`src/rtl/mtimer.sv`:
```
// mtimer: machine timer peripheral feeding the CSR/interrupt unit.
//
// Holds a free-running 64-bit mtime and a 64-bit mtimecmp, both mapped onto
// a 32-bit bus, and drives the active-low, level-sensitive interrupt ti.
//
// Ports:
//   clk    in   system clock, rising edge
//   rst    in   asynchronous active-high reset
//   cs     in   chip select, active low (masks we and re)
//   we     in   write strobe, active low
//   re     in   read strobe, active low
//   addr   in   [4:0] byte address, bits [1:0] ignored
//   wdata  in   [31:0] write data
//   rdata  out  [31:0] registered read data, held until the next read
//   ti     out  registered timer interrupt, active low
//
// Register map (word offsets):
//   0x00 MTIME_LO   0x04 MTIME_HI (reads hi_shadow latched by a MTIME_LO read)
//   0x08 MTIMECMP_LO   0x0C MTIMECMP_HI
//   0x10 CTRL: bit0 EN, bit1 PEND (= ~ti, read-only)
//   0x14 PRESCALE (only when MTIMER_PRESCALE_EN is defined)
//
// Build option: define MTIMER_PRESCALE_EN to add the prescaler; mtime then
// advances once every PRESCALE+1 clocks while EN=1.

module mtimer #(
  parameter logic [63:0] RESET_CMP  = 64'hFFFF_FFFF_FFFF_FFFF,
  parameter int unsigned PRESCALE_W = 16
) (
  input  logic        clk,
  input  logic        rst,
  input  logic        cs,
  input  logic        we,
  input  logic        re,
  input  logic [4:0]  addr,
  input  logic [31:0] wdata,
  output logic [31:0] rdata,
  output logic        ti
);

  localparam logic [2:0] OFF_MTIME_LO = 3'd0;
  localparam logic [2:0] OFF_MTIME_HI = 3'd1;
  localparam logic [2:0] OFF_CMP_LO   = 3'd2;
  localparam logic [2:0] OFF_CMP_HI   = 3'd3;
  localparam logic [2:0] OFF_CTRL     = 3'd4;
  localparam logic [2:0] OFF_PRESCALE = 3'd5;

  logic [63:0] mtime_q, mtime_d;
  logic [63:0] cmp_q, cmp_d;
  logic        en_q, en_d;
  logic [31:0] hi_shadow_q, hi_shadow_d;
  logic [31:0] rdata_q, rdata_d;
  logic        ti_q, ti_d;

  logic        wr_en, rd_en, tick;
  logic [2:0]  word;
  logic        unused_addr;

  assign wr_en       = ~cs & ~we;
  assign rd_en       = ~cs & ~re;
  assign word        = addr[4:2];
  assign unused_addr = ^addr[1:0];

`ifdef MTIMER_PRESCALE_EN
  logic [PRESCALE_W-1:0] prescale_q, prescale_d;
  logic [PRESCALE_W-1:0] pcnt_q, pcnt_d;

  assign tick = en_q && (pcnt_q == prescale_q);

  always_comb begin
    prescale_d = prescale_q;
    pcnt_d     = pcnt_q;
    if (en_q) begin
      pcnt_d = tick ? '0 : pcnt_q + PRESCALE_W'(1);
    end
    if (wr_en) begin
      case (word)
        OFF_PRESCALE: begin
          prescale_d = wdata[PRESCALE_W-1:0];
          pcnt_d     = '0;
        end
        OFF_MTIME_LO, OFF_MTIME_HI: pcnt_d = '0;
        default: ;
      endcase
    end
  end

  always_ff @(posedge clk or posedge rst) begin
    if (rst) begin
      prescale_q <= '0;
      pcnt_q     <= '0;
    end else begin
      prescale_q <= prescale_d;
      pcnt_q     <= pcnt_d;
    end
  end
`else
  localparam int unsigned UNUSED_PRESCALE_W = PRESCALE_W;
  assign tick = en_q;
`endif

  always_comb begin
    mtime_d     = tick ? mtime_q + 64'd1 : mtime_q;
    cmp_d       = cmp_q;
    en_d        = en_q;
    hi_shadow_d = hi_shadow_q;
    rdata_d     = rdata_q;

    // A write to either mtime half overrides the increment for the whole
    // 64-bit value, so the untouched half keeps its pre-edge value.
    if (wr_en) begin
      case (word)
        OFF_MTIME_LO: mtime_d = {mtime_q[63:32], wdata};
        OFF_MTIME_HI: mtime_d = {wdata, mtime_q[31:0]};
        OFF_CMP_LO:   cmp_d   = {cmp_q[63:32], wdata};
        OFF_CMP_HI:   cmp_d   = {wdata, cmp_q[31:0]};
        OFF_CTRL:     en_d    = wdata[0];
        default: ;
      endcase
    end

    // Reads sample pre-edge state, so a same-cycle write is not visible.
    if (rd_en) begin
      case (word)
        OFF_MTIME_LO: begin
          rdata_d     = mtime_q[31:0];
          hi_shadow_d = mtime_q[63:32];
        end
        OFF_MTIME_HI: rdata_d = hi_shadow_q;
        OFF_CMP_LO:   rdata_d = cmp_q[31:0];
        OFF_CMP_HI:   rdata_d = cmp_q[63:32];
        OFF_CTRL:     rdata_d = {30'd0, ~ti_q, en_q};
`ifdef MTIMER_PRESCALE_EN
        OFF_PRESCALE: rdata_d = 32'(prescale_q);
`endif
        default:      rdata_d = '0;
      endcase
    end

    ti_d = ~(en_q & (mtime_q >= cmp_q));
  end

  always_ff @(posedge clk or posedge rst) begin
    if (rst) begin
      mtime_q     <= '0;
      cmp_q       <= RESET_CMP;
      en_q        <= 1'b0;
      hi_shadow_q <= '0;
      rdata_q     <= '0;
      ti_q        <= 1'b1;
    end else begin
      mtime_q     <= mtime_d;
      cmp_q       <= cmp_d;
      en_q        <= en_d;
      hi_shadow_q <= hi_shadow_d;
      rdata_q     <= rdata_d;
      ti_q        <= ti_d;
    end
  end

  assign rdata = rdata_q;
  assign ti    = ti_q;

endmodule

```
`config.mk`:
```
export PLATFORM = sky130hd
export DESIGN_NAME = mtimer
export DESIGN_NICKNAME = d
export VERILOG_FILES = /design/src/rtl/mtimer.sv
export SDC_FILE = /design/constraint.sdc
export NUM_CORES = 1
export LEC_CHECK = 0
export ABC_AREA = 0
export CAP_MARGIN = 20
export CORE_MARGIN = 2
export CORE_UTILIZATION = 48
export DETAILED_ROUTE_END_ITERATION = 12
export PLACE_DENSITY = 0.77
export SYNTH_ARGS = -nofsm -noshare
export SYNTH_HDL_FRONTEND = slang
export SYNTH_SLANG_ARGS = --single-unit
```
`constraint.sdc`:
```
create_clock -name clk -period 6.5 [get_ports clk]
set_input_delay 1.3 -clock clk [delete_from_list [all_inputs] [get_ports clk]]
set_output_delay 1.3 -clock clk [all_outputs]
set_load 0.05 [all_outputs]
```
==> results.cfg <==
[cts]
cts_htree_levels = 4
post_cts_buffers = 0
clk_latency_ns = 0.44
clock_path_buffers = 2
cts_made_buffers = 17
clkSinkCount = 194
path_clk_slew_ns = 0.07
cts_root_buffer = clkbuf_16
cts_tree = done
cts_hold_buf = 0
ctsResizeCount = 0

[worst_hold_path]
min_from = rdata[20]
hold_path_class = flop to flop
min_path_cells = 2
hold_path_end = rdata[20]

[floorplanning]
core_um2 = 23400
die_h_um = 158
rows = 56
start_util = 0.486
die_width_um = 158
num_io_pins = 75
die_area_um2 = 25000

[setup_path]
cp_max_fo = 43
end_kind = flop
rrSetupSlack_ns = 3.12
rr_startpoint = mtime_q[1]
worstPathArrival_ns = 4.28
crit_required_ns = 6.81
criticalPathCategory = input port to flop
rr_worst_depth = 7
reg2reg_to = mtime_q[48]
cp-start-kind = input port

[layout]
area_delta_synth_final_pct = 14.3
final_nets = 1304
final_cells = 1529
drive_gt1_frac = 0.195
n_antenna_cell = 0
n_fill_cell = 2055

[timing]
relSlewSlack = 0.304
hold_viol_final = 0
finalCriticalPeriod_ns = 3.97
setup_viol = 0
fin_skew_ns = 0.00848
finalSetupTns_ns = 0
fin_crit_sh = 0.611
rsz0062_at_grt = no
worst_pin_slew_ns = 1.03
max_freq_ghz = 0.252
drv_slew = 0

[placement]
placed_cells = 1496
gp_congestion = 0.926
dp.final_hpwl_mm = 22.6
port-buffer-count = 72

[drt]
wl_per_cell_um = 21.5
postRouteAntennaNets = 0
drt_pass1_iterations = 5
vias = 9826
remaining_drc_errors = 0
first_iter_violations = 1193
routed_wl_mm = 32.9
via_per_inst = 6.43

[yosys]
synth_ff_type = dfrtp_1
postSynthAreaPerCell_um2 = 9.84
synth_edf_count = 0
ys_warn_count = 0
netlist_area_um2 = 11400
syn-num-nets = 1263
async_flop_share = 1.00
synth_seq_cells = 194
synth.distinct_cells = 68
synth_cells = 1156
yosysSeqAreaShare = 0.434

[power_and_ir_drop]
p_per_area_nw_per_um2 = 331
ir_worst_vdd_mv = 0.177
p_leak_nw = 5.36

[global_route]
grt_max_degree = 108
grt_antenna_before_repair = 0
grt_pass1_wl_mm = 53.1
grt_overflow = 0
grt_pass1_vias = 9831
grtUsageTotal = 0.273

[run_status]
outcome = completed

[flow_run]
cap_violations = 0
==> registers in the layout, summed over array words and instances (netlist names) <==
signal	flops
cmp_q	64
ti	1
en_q	1
rdata	32
mtime_q	64
hi_shadow_q	32
==> where the power goes <==
part | internal, mW | switching, mW | total (mW)
combinational | 0.572 | 0.691 | 1.26
sequential | 1.58 | 0.385 | 1.97
clock | 0.601 | 0.482 | 1.08
total | 2.75 | 1.56 | 4.31
==> layout by cell type (no fill, tap or decap), types with 4 or more instances in the layout <==
cell / netlist / routed
dfrtp_1: 129 / 129
nand2_1: 124 / 123
mux2_2: 97 / 97
o21ai_0: 85 / 85
inv_1: 74 / 73
clkdlybuf4s50_1: 0 / 72
ha_1: 65 / 65
dfstp_2: 65 / 65
a21oi_1: 58 / 58
nand3_1: 40 / 40
a221oi_1: 34 / 34
nand4_1: 33 / 33
a22o_1: 29 / 29
nor2_1: 28 / 26
nor4_1: 19 / 19
clkbuf_16: 0 / 18
buf_4: 3 / 18
o22ai_1: 17 / 17
a22oi_1: 16 / 16
and3_1: 14 / 14
nor3_1: 14 / 13
a221o_1: 10 / 10
a31oi_1: 10 / 10
and4_1: 9 / 9
o211ai_1: 8 / 8
and2_1: 6 / 7
nor3b_1: 8 / 7
a21o_1: 7 / 7
or4_1: 6 / 6
o22a_1: 5 / 5
xnor2_1: 5 / 5
or3_1: 4 / 4
a211oi_1: 4 / 4
a41oi_1: 4 / 4
clkinv_2: 0 / 4
==> stage by stage <==
stage,setup slack [ns],utilization,hold WS (ns),total power [mW],cell area (um^2)
floorplan,0.0237,-,0.450,2.77,11400
global placement,2.09,0.529,0.461,3.14,12400
detailed placement,2.16,0.530,0.469,3.21,12400
CTS,2.59,0.555,0.485,4.30,13000
global route,2.33,0.556,0.515,4.57,13000
finish,2.53,0.556,0.479,4.31,13000
==> cell families (layout without fill, tap and decap cells) <==
kind of cell / count (synthesis) / count (layout) / synth area share
xor+xnor: 8 / 8 / 0.00616
compound gates: 319 / 319 / 0.189
mux: 99 / 99 / 0.0977
buf+inv: 144 / 198 / 0.0502
flops: 194 / 194 / 0.434
fa+ha+maj: 65 / 65 / 0.0715
simple gates: 327 / 327 / 0.151
==> synthesized netlist by cell type, types with 12 or more instances <==
cell type,count,area [um^2]
a21oi_1,58,290
a221oi_1,34,298
a22o_1,29,254
a22oi_1,16,120
and3_1,14,87.6
buf_1,12,45.0
clkbuf_1,44,165
dfrtp_1,129,3230
dfstp_2,65,1710
ha_1,65,813
inv_1,74,278
mux2_2,97,1090
nand2_1,124,465
nand3_1,40,200
nand4_1,33,206
nor2_1,28,105
nor3_1,14,70.1
nor4_1,19,119
o21ai_0,85,425
o22ai_1,17,106
==> critical path: stages <==
cell and delay, ns:
clkdlybuf4s50_1 0.75, nor3b_4 0.25, buf_4 0.51, nand2_1 0.14
nand2_1 0.36, buf_4 0.39, nor4_1 0.11, a222oi_1 0.32
nand2_1 0.12
==> layout make-up <==
cell class | count | area (um^2) | share of cell area
multi-input cells | 818 | 5900 | 0.453
clock inverters | 12 | 129 | 0.00990
repair buffers | 92 | 898 | 0.0690
clock buffers | 20 | 468 | 0.0360
inverters | 74 | 285 | 0.0219
flip-flops and latches | 194 | 4940 | 0.379
well taps | 319 | 399 | 0.0307
==> per-layer routing <==
layer  up-vias  track usage  wire (um)
li1       4435            -          -
met1      4851        0.358      13700
met2       447        0.458      15800
met3        93       0.0402       2330
met4         0        0.103       1090
met5         -            0          0
==> worst max-delay path by stage <==
stage             endpoint    start  slack [ns]  depth (start not counted)
2_1_floorplan         en_q      rst        0.02                          1
3_3_place_gp      cmp_q[7]  addr[3]        2.09                          6
3_5_place_dp   mtime_q[61]  addr[2]        2.16                          9
4_1_cts        mtime_q[62]  addr[2]        2.59                          7
5_1_grt        mtime_q[61]  addr[2]        2.33                          9
6_report       mtime_q[61]  addr[2]        2.53                          9
(Power assumes the default switching activity.)
